**src/rtl/fadd_pkg.sv**
```systemverilog
// Shared definitions for the fadd datapath and its requester arbiter.
// Provides IEEE-754 single-precision field widths and a clog2 helper
// used to size requester tags.
package fadd_pkg;

  localparam int SIGN_W = 1;
  localparam int EXP_W  = 8;
  localparam int MAN_W  = 23;
  localparam int FP_W   = SIGN_W + EXP_W + MAN_W;

  // Tag width for n requesters; never narrower than one bit.
  function automatic int clog2(input int n);
    int w;
    w = 1;
    while ((1 << w) < n) w++;
    return w;
  endfunction

endpackage

```
**src/rtl/fadd.sv**
```systemverilog
// Combinational IEEE-754 single-precision adder, round-to-nearest-even.
// Handles zeros, subnormals, infinities and NaN (canonical quiet NaN out).
// Ports:
//   a, b : operands
//   sum  : a + b
module fadd
  import fadd_pkg::*;
(
  input  logic [FP_W-1:0] a,
  input  logic [FP_W-1:0] b,
  output logic [FP_W-1:0] sum
);

  localparam int MW = MAN_W + 1;   // significand with hidden bit
  localparam int XW = MW + 3;      // plus guard, round, sticky
  localparam logic [EXP_W-1:0] EXP_MAX = '1;
  localparam logic [FP_W-1:0]  QNAN = {1'b0, {EXP_W{1'b1}}, 1'b1, {(MAN_W-1){1'b0}}};

  logic             sa, sb, sl, ss;
  logic [EXP_W-1:0] ea, eb, el, es, el_eff, es_eff, d;
  logic [MAN_W-1:0] fa, fb, fl, fs;
  logic [MW-1:0]    ml, ms;
  logic [XW-1:0]    xl, xs, xs_al, mask, norm;
  logic [XW:0]      acc;
  logic [EXP_W+1:0] e_n;
  logic [MW:0]      rnd;
  logic             a_nan, b_nan, a_inf, b_inf, swap, eff_sub, up, found;
  int               lz, sh;

  assign {sa, ea, fa} = a;
  assign {sb, eb, fb} = b;

  always_comb begin
    a_nan = (ea == EXP_MAX) && (fa != '0);
    b_nan = (eb == EXP_MAX) && (fb != '0);
    a_inf = (ea == EXP_MAX) && (fa == '0);
    b_inf = (eb == EXP_MAX) && (fb == '0);

    // Order operands by magnitude so the subtraction below never goes negative.
    swap = {eb, fb} > {ea, fa};
    sl = swap ? sb : sa;
    ss = swap ? sa : sb;
    el = swap ? eb : ea;
    es = swap ? ea : eb;
    fl = swap ? fb : fa;
    fs = swap ? fa : fb;
    ml = {el != '0, fl};
    ms = {es != '0, fs};
    // Subnormals share the exponent of the smallest normal.
    el_eff = (el == '0) ? EXP_W'(1) : el;
    es_eff = (es == '0) ? EXP_W'(1) : es;
    d = el_eff - es_eff;

    xl = {ml, 3'b000};
    xs = {ms, 3'b000};
    mask = ~({XW{1'b1}} << d);
    if (d >= EXP_W'(XW)) begin
      xs_al = {{(XW-1){1'b0}}, |ms};
    end else begin
      xs_al = (xs >> d) | {{(XW-1){1'b0}}, |(xs & mask)};
    end

    eff_sub = sl ^ ss;
    acc = eff_sub ? ({1'b0, xl} - {1'b0, xs_al}) : ({1'b0, xl} + {1'b0, xs_al});
    e_n = {2'b00, el_eff};
    lz = XW;
    sh = 0;
    found = 1'b0;
    if (acc[XW]) begin
      // Carry out of an addition: shift right one, folding the lost bit into sticky.
      norm = acc[XW:1] | {{(XW-1){1'b0}}, acc[0]};
      e_n = e_n + 1'b1;
    end else begin
      norm = acc[XW-1:0];
      for (int i = XW - 1; i >= 0; i--) begin
        if (!found && norm[i]) begin
          lz = XW - 1 - i;
          found = 1'b1;
        end
      end
      // Stop normalising at the smallest exponent; the result is then subnormal.
      sh = (lz < int'(e_n) - 1) ? lz : int'(e_n) - 1;
      norm = norm << sh;
      e_n = e_n - 10'(sh);
    end

    up = norm[2] && (norm[1] || norm[0] || norm[3]);
    rnd = {1'b0, norm[XW-1:3]} + {{MW{1'b0}}, up};
    if (rnd[MW]) begin
      rnd = rnd >> 1;
      e_n = e_n + 1'b1;
    end

    if (a_nan || b_nan || (a_inf && b_inf && (sa != sb))) begin
      sum = QNAN;
    end else if (a_inf) begin
      sum = a;
    end else if (b_inf) begin
      sum = b;
    end else if (rnd == '0) begin
      sum = {sa & sb, {(FP_W-1){1'b0}}};
    end else if (e_n >= 10'(EXP_MAX)) begin
      sum = {sl, EXP_MAX, {MAN_W{1'b0}}};
    end else begin
      sum = {sl, rnd[MW-1] ? e_n[EXP_W-1:0] : {EXP_W{1'b0}}, rnd[MAN_W-1:0]};
    end
  end

endmodule

```
**src/rtl/rr_arbiter.sv**
```systemverilog
// Round-robin pick of one request. Search begins at ptr+1 and wraps.
// Ports:
//   req   : request vector
//   ptr   : index of the last winner
//   en    : grant allowed this cycle
//   grant : one-hot grant (zero when en is low or nothing requests)
//   idx   : encoded winner index (valid whenever any request is set)
module rr_arbiter
  import fadd_pkg::*;
#(
  parameter int NREQ = 4,
  parameter int IDW  = clog2(NREQ)
) (
  input  logic [NREQ-1:0] req,
  input  logic [IDW-1:0]  ptr,
  input  logic            en,
  output logic [NREQ-1:0] grant,
  output logic [IDW-1:0]  idx
);

  logic found;
  int   c;

  always_comb begin
    grant = '0;
    idx   = '0;
    found = 1'b0;
    c     = 0;
    for (int k = 1; k <= NREQ; k++) begin
      c = int'(ptr) + k;
      if (c >= NREQ) c = c - NREQ;
      if (!found && req[c]) begin
        found = 1'b1;
        idx   = c[IDW-1:0];
      end
    end
    if (found && en) grant[idx] = 1'b1;
  end

endmodule

```
**src/rtl/fadd_rr_arbiter.sv**
```systemverilog
// Shares one fadd among NREQ requesters. A round-robin grant feeds an
// operand register (s1); the fadd result is captured in the result
// register (s2). Results carry the requester index and leave in grant order.
// Ports:
//   clk, rst_n           : clock, async active-low reset
//   req_valid/req_ready  : per-requester handshake
//   req_a, req_b         : packed operands, requester i at [32*i +: 32]
//   res_valid/res_ready  : result handshake
//   res_data, res_id     : sum and originating requester
//   busy                 : any stage occupied
//
// Handshake: a transfer happens on a rising edge where valid and ready are
// both high. Ready never waits on valid being stable for a cycle; valid may
// drop without a transfer and nothing changes. res_data/res_id hold while
// res_valid is high and res_ready is low.
module fadd_rr_arbiter
  import fadd_pkg::*;
#(
  parameter int NREQ = 4,
  parameter int IDW  = clog2(NREQ)
) (
  input  logic                 clk,
  input  logic                 rst_n,
  input  logic [NREQ-1:0]      req_valid,
  output logic [NREQ-1:0]      req_ready,
  input  logic [NREQ*FP_W-1:0] req_a,
  input  logic [NREQ*FP_W-1:0] req_b,
  output logic                 res_valid,
  input  logic                 res_ready,
  output logic [FP_W-1:0]      res_data,
  output logic [IDW-1:0]       res_id,
  output logic                 busy
);

  logic [NREQ-1:0] grant;
  logic [IDW-1:0]  win_idx, ptr, s1_id;
  logic            s1_valid, s2_adv, s1_adv, issue_ok, xfer;
  logic [FP_W-1:0] s1_a, s1_b, a_sel, b_sel, sum;

  assign s2_adv   = !res_valid || res_ready;
  assign s1_adv   = s1_valid && s2_adv;
  // Reset is folded in so no requester sees ready while reset is held.
  assign issue_ok = rst_n && (!s1_valid || s2_adv);

  rr_arbiter #(.NREQ(NREQ), .IDW(IDW)) u_arb (
    .req   (req_valid),
    .ptr   (ptr),
    .en    (issue_ok),
    .grant (grant),
    .idx   (win_idx)
  );

  assign req_ready = grant;
  assign xfer      = |(req_valid & grant);
  assign busy      = s1_valid || res_valid;
  assign a_sel     = req_a[int'(win_idx)*FP_W +: FP_W];
  assign b_sel     = req_b[int'(win_idx)*FP_W +: FP_W];

  fadd u_fadd (
    .a   (s1_a),
    .b   (s1_b),
    .sum (sum)
  );

  always_ff @(posedge clk or negedge rst_n) begin
    if (!rst_n) begin
      ptr <= IDW'(NREQ - 1);
    end else if (xfer) begin
      ptr <= win_idx;
    end
  end

  always_ff @(posedge clk or negedge rst_n) begin
    if (!rst_n) begin
      s1_valid <= 1'b0;
      s1_a     <= '0;
      s1_b     <= '0;
      s1_id    <= '0;
    end else if (xfer) begin
      s1_valid <= 1'b1;
      s1_a     <= a_sel;
      s1_b     <= b_sel;
      s1_id    <= win_idx;
    end else if (s1_adv) begin
      s1_valid <= 1'b0;
    end
  end

  always_ff @(posedge clk or negedge rst_n) begin
    if (!rst_n) begin
      res_valid <= 1'b0;
      res_data  <= '0;
      res_id    <= '0;
    end else if (s1_adv) begin
      res_valid <= 1'b1;
      res_data  <= sum;
      res_id    <= s1_id;
    end else if (res_ready) begin
      res_valid <= 1'b0;
    end
  end

endmodule

```
**config.mk**
```make
export PLATFORM = sky130hd
export DESIGN_NAME = fadd_rr_arbiter
export DESIGN_NICKNAME = d
export VERILOG_FILES = /design/src/rtl/fadd_pkg.sv /design/src/rtl/fadd.sv /design/src/rtl/rr_arbiter.sv /design/src/rtl/fadd_rr_arbiter.sv
export SDC_FILE = /design/constraint.sdc
export NUM_CORES = 1
export LEC_CHECK = 0
export ABC_AREA = 0
export BUFFER_PORTS_ARGS = -buffer_cell sky130_fd_sc_hd__clkbuf_2
export CAP_MARGIN = 20
export CORE_AREA = 2 2 207 209
export DETAILED_ROUTE_END_ITERATION = 8
export DIE_AREA = 0 0 209 211
export PLACE_DENSITY = 0.65
export SYNTH_ARGS = -nofsm -noshare
export SYNTH_HDL_FRONTEND = slang
export SYNTH_HIERARCHICAL = 1
export SYNTH_SLANG_ARGS = --single-unit
```
**constraint.sdc**
```tcl
create_clock -name clk -period 35.6 [get_ports clk]
set_clock_uncertainty 0.15 [all_clocks]
set_input_delay 3.56 -clock clk [delete_from_list [all_inputs] [get_ports clk]]
set_output_delay 3.56 -clock clk [all_outputs]
set_load 0.005 [all_outputs]
```
==> metrics, run 1 <==
Synth Register Bits 104; maximum root-to-sink buffer count 2; top cells by area, synth dfrtp_1 14%, mux4_2 8.3%, mux2_2 7.5%; Rows 75; clk slew on worst S/H paths approximately 0.080 ns; main combinational cell family by area after synthesis compound AO/OA/AOI/OAI gates; Placed Instances 3075; fillcell total about 4.1k; CORE AREA around 42000 µm²; layout cells sized above 1 0.249; Die H between 200 and 250 µm; Post-Synth Adder-Cell Area 0.0727; Final Hold Viols 0; largest net degree at the start of global routing 70; Remaining DRCs 0; initial antenna violation count 6; Area growth syn-to-layout 11.3%; post-synthesis xor/xnor area fraction 0.0339; routed wl met3 between 6000 and 7000 µm; Required @ worst endpoint 35.70 ns; Initial Util 0.444; worst slew pin tran 1.25 ns; io pins approximately 300; status complete, no violations; vias per inst between 6 and 7; post-synthesis mux area share 0.209; Seq/Total Area, Yosys 0.140; Post-Layout Cell Count about 3.1k; slowest CP cell or3_1; Post-synth top cells 218 x nor2_1, 216 x nand2_1, 190 x a21oi_1, 124 x mux2_2, 114 x o21ai_0; Syn Area/Cell between 7 and 8 µm²; H-tree Lvls 3; critical path peak fanout 19; Synth Area in Simple Gates 0.210; highest clock rate 51.9 MHz; vias around 21k; DR top layer met5; relative slew slack 0.157; Root Buffer clkbuf_16; CTS tree done; count of different cell masters after synthesis 116; first-pass GRT wire length between 100000 and 150000 µm; CTS Hold Bufs 0; Post-CTS Resized 0; Hold WS about 0.36 ns; Detail Route Antenna Nets 0; YS warnings 6; min-delay worst type reg2reg; GRT overflow 0; Compound-Gate Fraction of Synth Area 0.273; Final #Nets roughly 2.9k; Max Cap Viol 0; largest area contributor in the synthesized netlist dfrtp_1; PortBufs roughly 300; Final period util 0.541; GRT Resource Usage Total 0.354; cts bufs inserted 9; Max stage delay on crit path roughly 0.66 ns; DIE AREA 44100 µm²; wire length on met1 between 30000 and 40000 µm; Crit path max-delay family compound AO/OA/AOI/OAI gates; EDFF count, synth 0; CP endpoint kind flip-flop; post-synthesis async set-or-reset flop share 1.00; Die W between 200 and 250 µm; clock period minus worst slack about 19 ns; Setup Crit Path Kind reg2reg; DP Wirelength 65300 µm; count leader, synth nor2_1; routed length per instance roughly 26 µm; Critical Path AT slightly below 20 ns; Mapped Area 18500 µm²; vias in the first global route roughly 20k; final number of setup-violating endpoints 0; First DRT Iteration DRCs ~2.4k; critical path startpoint category flip-flop; Synth Flop Type dfrtp_1; syn_nets 2719; Synth top area share 0.138; Setup Buffers After CTS 0; most frequent CP cell a21oi_1; RSZ-0062 raised after global routing false; Clock Latency Late Sink between 0.3 and 0.4 ns; met2 WL about 36000 µm; Mapped Cells approximately 2.4k; WP buf/inv 4; RePlAce Congestion 1.03; drt first pass iters 6; setup TNS 0 ns; Max Slew Vio Count 0; WL final ~80000 µm; CTS sink cnt about 100
-- stage by stage --
step	util	instance area (µm²)	setup slack (ns)
3_5_place_dp	0.486	20300	17.00
6_report	0.494	20600	16.34
3_3_place_gp	0.486	20300	17.24
2_1_floorplan	-	18500	20.08
5_1_grt	0.494	20600	15.24
4_1_cts	0.494	20600	16.85
-- kinds of logic after synthesis --
| family | Yosys count |
|---|---|
| simple gates | 797 |
| compound gates | 726 |
| mux | 287 |
| buf+inv | 260 |
| fa+ha+maj | 106 |
| flops | 104 |
| xor+xnor | 70 |
-- final timing paths --
path	startpoint	end	slack [ns]	cells past startpoint
max	s1_a[18]$_DFFE_PN0P_	res_data[17]$_DFFE_PN0P_	16.34	60
min	res_data[9]$_DFFE_PN0P_	res_data[9]$_DFFE_PN0P_	0.36	1
max reg2reg	s1_a[18]$_DFFE_PN0P_	res_data[17]$_DFFE_PN0P_	16.34	60
min reg2reg	res_data[9]$_DFFE_PN0P_	res_data[9]$_DFFE_PN0P_	0.36	1
max in group asynchronous	rst_n	s1_b[4]$_DFFE_PN0P_	31.04	2
min in group asynchronous	rst_n	res_data[6]$_DFFE_PN0P_	3.04	1
-- cell usage in the layout (no fill, tap or decap), types with 17 or more instances in the layout --
| cell | Yosys | routed |
|---|---|---|
| clkbuf_2 | 0 | 301 |
| nor2_1 | 218 | 217 |
| nand2_1 | 216 | 214 |
| a21oi_1 | 190 | 189 |
| mux2_2 | 124 | 124 |
| o21ai_0 | 114 | 114 |
| inv_1 | 111 | 111 |
| dfrtp_1 | 102 | 102 |
| ha_1 | 103 | 102 |
| mux2i_1 | 95 | 95 |
| mux4_2 | 68 | 68 |
| nand3_1 | 68 | 68 |
| nor3_1 | 66 | 66 |
| xnor2_1 | 53 | 52 |
| a21o_1 | 38 | 38 |
| o211ai_1 | 35 | 35 |
| nand4_1 | 33 | 33 |
| nand2b_1 | 30 | 30 |
| a211oi_1 | 30 | 30 |
| buf_4 | 4 | 26 |
| a31oi_1 | 26 | 25 |
| nor4_1 | 24 | 24 |
| o31ai_1 | 22 | 22 |
| or3_1 | 20 | 20 |
| and3_1 | 20 | 20 |
| o21a_1 | 18 | 18 |
| and2_1 | 17 | 17 |
| o21bai_1 | 17 | 17 |
-- final cells by class --
class / count / area [µm²] / share of cell area
Clock buffer: 10 / 239 / 0.0116
Timing Repair Buffer: 328 / 1710 / 0.0828
Tap cell: 539 / 674 / 0.0327
Clock inverter: 6 / 82.6 / 0.00400
Inverter: 119 / 448 / 0.0217
Antenna cell: 6 / 15.0 / 0.000727
Sequential cell: 104 / 2610 / 0.126
Multi-Input combinational cell: 1986 / 14900 / 0.720
-- routing by layer --
layer	up-vias	GRT usage
met5	-	0
li1	9332	-
met2	1180	0.571
met4	2	0.182
met1	9911	0.462
met3	232	0.0513
-- worst reg2reg max path, delay by kind of cell (launching register included) --
family / cells / cell delay, ns
and+or+nand+nor: 19 / 6.01
adders and majority gates: 4 / 1.71
xor gates and xnor gates: 1 / 0.20
AOI/OAI and AO/OA: 28 / 7.83
DFF: 1 / 0.50
muxes: 4 / 1.74
buffers and inverters: 4 / 0.99
-- state kept, by name, indices dropped and copies added (netlist names) --
| name | count |
|---|---|
| ptr | 2 |
| res_data | 32 |
| res_id | 2 |
| res_valid | 1 |
| s1_a | 32 |
| s1_b | 32 |
| s1_id | 2 |
| s1_valid | 1 |
Power of run 1 is left out: the tool's default activity adds up to more than one toggle a clock period on the data nets, which glitch-free logic cannot reach.
==> inputs of run 2 (changes only) <==
--- a/config.mk
+++ b/config.mk
@@ -11,7 +11,7 @@
 export CORE_AREA = 2 2 207 209
 export DETAILED_ROUTE_END_ITERATION = 8
 export DIE_AREA = 0 0 209 211
-export PLACE_DENSITY = 0.65
+export PLACE_DENSITY = 0.68
 export SYNTH_ARGS = -nofsm -noshare
 export SYNTH_HDL_FRONTEND = slang
 export SYNTH_HIERARCHICAL = 1
==> constraint.sdc (replaced) <==
create_clock -name clk -period 17.25 [get_ports clk]
set_clock_uncertainty 0.15 [all_clocks]
set_input_delay 1.725 -clock clk [delete_from_list [all_inputs] [get_ports clk]]
set_output_delay 1.725 -clock clk [all_outputs]
set_load 0.005 [all_outputs]
==> metrics, run 2 (synthesis results as in run 1) <==
commonest non-fill, non-tap cell in the layout clkbuf_2; crit path capture res_data[2]$_DFFE_PN0P_; H-tree Lvls 3 (unchanged); biggest regs res_data x32, s1_a x32, s1_b x32; Final period util 0.957 (+0.416); CORE AREA 41800 µm² (unchanged); area of the multi-input gates 15000 µm² (+0.87%); clk slew on worst S/H paths 0.07 ns (about the same); RePlAce Congestion 1.03 (+0.31%); Required @ worst endpoint 17.36 ns (-18.34 ns); critical path startpoint category flip-flop; most frequent CP cell a21oi_1; Max Slew Vio Count 0 (unchanged); CTS Hold Bufs 0 (unchanged); R2R Path Start s1_a[13]$_DFFE_PN0P_; routed length per instance 25.8 µm (+0.55%); Remaining DRCs 0 (unchanged); vias per inst 6.59 (-1.1%); Final #Nets 3051 (+4.6%); Die W 209 µm (unchanged); initial antenna violation count 7 (+1); FF+latch area 2610 µm² (unchanged); fillcell total 4053 (-1.4%); DIE AREA 44100 µm² (unchanged); CTS sink cnt 104 (unchanged); Area growth syn-to-layout 17.5%; GRT overflow 0 (unchanged); drt first pass iters 6 (unchanged); GRT Resource Usage Total 0.372 (+0.0182); worst setup path startpoint s1_a[13]$_DFFE_PN0P_; Critical Path AT 16.62 ns (-2.73 ns); io pins 303 (unchanged); FF-to-FF setup slack 0.74 ns (-15.60 ns); cts bufs inserted 9 (unchanged); Register-to-Register Path Depth 64 (+6.7%); maximum root-to-sink buffer count 2 (unchanged); Clock Latency Late Sink 0.37 ns (about the same); first-pass GRT wire length 126000 µm (+4.4%); highest clock rate 60.6 MHz (+17%); vias 21.3k (+3.1%); status complete, no violations; PortBufs 302 (unchanged); First DRT Iteration DRCs 2333 (-4.6%); most frequent cells in the layout 301 x clkbuf_2, 217 x nor2_1, 214 x nand2_1; final number of setup-violating endpoints 0 (unchanged); Initial Util 0.444 (unchanged); CTS tree done; clock period minus worst slack 16.51 ns (-2.75 ns); Max Cap Viol 0 (unchanged); Final Hold Viols 0 (unchanged); setup TNS 0 ns (unchanged); Reg-to-Reg End res_data[2]$_DFFE_PN0P_; WL final 83500 µm (+4.9%); critical path peak fanout 19 (unchanged); Rows 75 (unchanged); Max stage delay on crit path 0.75 ns (+0.09 ns); Detail Route Antenna Nets 0 (unchanged); CP endpoint kind flip-flop; RSZ-0062 raised after global routing false; largest net degree at the start of global routing 74 (+5.7%); min-delay worst type reg2reg; DP Wirelength 68900 µm (+5.4%); Root Buffer clkbuf_16; layout cells sized above 1 0.292 (+0.0430); vias in the first global route 20.7k (+3.6%); worst slew pin tran 1.18 ns (-0.0757 ns); slowest CP cell a2111oi_0; relative slew slack 0.208 (+0.0510); Setup Crit Path Kind reg2reg; Die H 211 µm (unchanged)
[run 2: through the flow]
| step | cell area, µm² | worst slack, ns | std cells | hold slack (ns) | utilization |
|---|---|---|---|---|---|
| detailed placement | 21300 | 0.219 | 3209 | 0.343 | 0.511 |
| floorplan | 18500 | 1.73 | 2350 | 0.327 | - |
| CTS | 21600 | 0.178 | 3225 | 0.359 | 0.518 |
| global placement | 21300 | 0.499 | 3209 | 0.339 | 0.511 |
| global route | 21800 | 0.0470 | 3232 | 0.377 | 0.522 |
| finish | 21800 | 0.742 | 3232 | 0.357 | 0.522 |
[run 2: worst max-delay path, delay by kind of cell (launching register included)]
kind                       cells  cell delay (ns)
AOI/OAI and AO/OA             24             6.02
and+or+nand+nor               24             5.88
adders and majority gates      5             1.77
buffers and inverters          9             1.52
DFF                            1             0.49
xor gates and xnor gates       1             0.27
muxes                          1             0.27
[run 2: worst min-delay path by stage]
stage / startpoint / endpoint / slack (ns) / cells past startpoint
global route: res_data[3]$_DFFE_PN0P_ / res_data[3]$_DFFE_PN0P_ / 0.38 / 1
finish: res_data[27]$_DFFE_PN0P_ / res_data[27]$_DFFE_PN0P_ / 0.36 / 1
global placement: res_data[2]$_DFFE_PN0P_ / res_data[2]$_DFFE_PN0P_ / 0.34 / 1
CTS: res_data[27]$_DFFE_PN0P_ / res_data[27]$_DFFE_PN0P_ / 0.36 / 1
detailed placement: res_data[3]$_DFFE_PN0P_ / res_data[3]$_DFFE_PN0P_ / 0.34 / 1
floorplan: s1_id[1]$_DFFE_PN0P_ / s1_id[1]$_DFFE_PN0P_ / 0.33 / 1
[run 2: metal layers]
metal / up-vias / global-route usage / share of wire
li1: 9604 / - / -
met1: 10300 / 0.481 / 0.40
met2: 1155 / 0.615 / 0.46
met3: 202 / 0.0436 / 0.078
met4: 0 / 0.191 / 0.055
met5: - / 0 / 0
[run 2: cell type report]
type / count / share of cell area
timing repair buffer: 462 / 0.126
antenna: 6 / 0.000689
sequential: 104 / 0.120
clock buffer: 10 / 0.0105
multi-input combinational: 1986 / 0.689
inverter: 119 / 0.0206
tap: 539 / 0.0309
clock inverter: 6 / 0.00344
[run 2: what timing repair did]
| action | 4_1_cts | 5_1_grt |
|---|---|---|
| setup buffers | 0 | 1 |
| setup endpoints to repair | 0 | 32 |
| gates resized for setup | 0 | 25 |
Power of run 2 is left out for the same reason.
==> inputs of run 3 (changes only) <==
--- a/config.mk
+++ b/config.mk
@@ -5,12 +5,12 @@
 export SDC_FILE = /design/constraint.sdc
 export NUM_CORES = 1
 export LEC_CHECK = 0
-export ABC_AREA = 0
+export ABC_AREA = 1
 export BUFFER_PORTS_ARGS = -buffer_cell sky130_fd_sc_hd__clkbuf_2
 export CAP_MARGIN = 20
-export CORE_AREA = 2 2 207 209
+export CORE_AREA = 2 2 162 283
 export DETAILED_ROUTE_END_ITERATION = 8
-export DIE_AREA = 0 0 209 211
+export DIE_AREA = 0 0 164 285
 export PLACE_DENSITY = 0.68
 export SYNTH_ARGS = -nofsm -noshare
 export SYNTH_HDL_FRONTEND = slang
==> metrics, run 3 <==
status complete, no violations; CTS Hold Bufs 0 (unchanged); CORE AREA 44700 µm² (+7.1%); GRT overflow 0 (unchanged); wire length on met1 27200 µm (-19%); most frequent cells in the layout 1271 x nand2_1, 577 x inv_1, 519 x nand3_1; Setup Buffers After CTS 0 (unchanged); GRT Resource Usage Total 0.325 (-0.0474); first-pass GRT wire length 120000 µm (-4.3%); Critical Path AT 15.66 ns (-0.96 ns); WL final 76600 µm (-8.2%); Max stage delay on crit path 0.57 ns (-0.18 ns); count leader, synth nand2_1; Final period util 0.901 (-0.0562); Synth Flop Type dfrtp_1; top cells by area, synth nand2_1 24%, nand3_1 13%, dfrtp_1 13%; PortBufs 302 (unchanged); CP endpoint kind flip-flop; clock period minus worst slack 15.54 ns (-0.969 ns); Setup Crit Path Kind reg2reg; CTS sink cnt 104 (unchanged); critical path peak fanout 32 (+13); CTS tree done; cts bufs inserted 9 (unchanged); DP Wirelength 62100 µm (-9.8%); Mapped Area 19900 µm² (+7.0%); Die W 164 µm (-22%); Seq/Total Area, Yosys 0.131 (-0.00921); Synth top area share 0.240 (+0.103); worst slew pin tran 1.07 ns (-0.108 ns); Detail Route Antenna Nets 0 (unchanged); most frequent CP cell nand2_1; EDFF count, synth 0 (unchanged); final instance area 22000 µm² (+1.1%); highest clock rate 64.4 MHz (+6.2%); io pins 303 (unchanged); Final #Nets 4253 (+39%); syn_nets 4049 (+49%); H-tree Lvls 3 (unchanged); Root Buffer clkbuf_16; vias per inst 5.39 (-18%); count of different cell masters after synthesis 73 (-37%); largest net degree at the start of global routing 101 (+36%); Initial Util 0.444 (about the same); Post-CTS Resized 0 (unchanged); Mapped Cells 3680 (+57%); Remaining DRCs 0 (unchanged); maximum root-to-sink buffer count 2 (unchanged); biggest regs res_data x32, s1_a x32, s1_b x32; Rows 103 (+37%); DP Area 21700 µm² (+1.8%); final number of setup-violating endpoints 0 (unchanged); RePlAce Congestion 1.04 (+0.96%); post-synthesis async set-or-reset flop share 1.00 (unchanged); RSZ-0062 raised after global routing false; Max Cap Viol 0 (unchanged); Syn Area/Cell 5.39 µm² (-32%); Post-Layout Cell Count 4467 (+38%); largest area contributor in the synthesized netlist nand2_1; Required @ worst endpoint 17.37 ns (about the same); drt first pass iters 8 (+2); commonest non-fill, non-tap cell in the layout nand2_1; vias in the first global route 23.0k (+11%); DIE AREA 46700 µm² (+6.0%); routed wl met3 4640 µm (-29%); layout cells sized above 1 0.141 (-0.151); slowest CP cell o21ai_0; Post-synth top cells 1271 x nand2_1, 578 x inv_1, 519 x nand3_1, 212 x nor2_1, 132 x a21oi_1; met2 WL 37900 µm (-2.1%); Clock Latency Late Sink 0.37 ns (about the same); First DRT Iteration DRCs 1303 (-44%); critical path startpoint category flip-flop; Die H 285 µm (+35%); clk slew on worst S/H paths 0.08 ns (about the same); Placed Instances 4450 (+39%); relative slew slack 0.281 (+0.0730); initial antenna violation count 1 (-6); setup TNS 0 ns (unchanged); min-delay worst type reg2reg; DR top layer met4; routed length per instance 17.2 µm (-34%); Synth Register Bits 104 (unchanged); Core Util, Final 0.493 (-0.0292); vias 24.1k (+13%); YS warnings 6 (unchanged); Final Hold Viols 0 (unchanged); Area growth syn-to-layout 11.0%; Max Slew Vio Count 0 (unchanged)
==> run 3: cell types whose count changed after synthesis, moves of 68 or more <==
cell | before | now
nand2_1 | 216 | 1271
inv_1 | 111 | 578
nand3_1 | 68 | 519
mux2_2 | 124 | 1
mux2i_1 | 95 | 3
nand4_1 | 33 | 114
mux4_2 | 68 | 0
==> run 3: worst paths after layout <==
check,from,endpoint,slack (ns),cells after the start
max,s1_a[14]$_DFFE_PN0P_,res_data[16]$_DFFE_PN0P_,1.71,100
min,s1_id[1]$_DFFE_PN0P_,res_id[1]$_DFFE_PN0P_,0.33,2
max reg2reg,s1_a[14]$_DFFE_PN0P_,res_data[16]$_DFFE_PN0P_,1.71,100
min reg2reg,s1_id[1]$_DFFE_PN0P_,res_id[1]$_DFFE_PN0P_,0.33,2
max in group asynchronous,rst_n,s1_b[31]$_DFFE_PN0P_,14.39,3
min in group asynchronous,rst_n,s1_b[10]$_DFFE_PN0P_,1.07,1
==> run 3: layer usage <==
layer	track usage	vias up
met4	0.251	0
met3	0.0407	303
li1	-	12100
met5	0	-
met1	0.343	10700
met2	0.575	1004
==> run 3: per-stage QoR <==
step	setup WS (ns)	hold WS, ns
after floorplan	3.73	0.292
after global placement	1.99	0.301
after detailed placement	1.77	0.313
after CTS	1.75	0.333
after global routing	0.0614	0.364
final	1.71	0.333
==> run 3: kinds of logic (layout without fill, tap and decap cells) <==
family,Yosys count,after routing,synth area share
xor+xnor,53,53,0.0238
other cells,0,1,0
compound gates,347,347,0.101
flops,104,104,0.131
fa+ha+maj,106,106,0.0679
simple gates,2275,2275,0.512
mux,4,4,0.00208
buf+inv,791,1000,0.163
==> run 3: area by class of cell <==
class | count | area, µm²
Timing Repair Buffer | 366 | 2020
Tap cell | 577 | 722
Clock inverter | 7 | 92.6
Multi-Input combinational cell | 2785 | 14000
Antenna cell | 1 | 2.50
Fill cell | 4961 | 22700
Sequential cell | 104 | 2610
Inverter | 618 | 2330
Clock buffer | 9 | 225
==> run 3: worst max-delay path, delay by kind of cell (launching register included) <==
family,cells,cell delay [ns]
DFF,1,0.38
and+or+nand+nor,65,7.91
adders and majority gates,5,1.38
buffers and inverters,15,2.12
AOI/OAI and AO/OA,15,3.44
Power of run 3 is left out for the same reason.
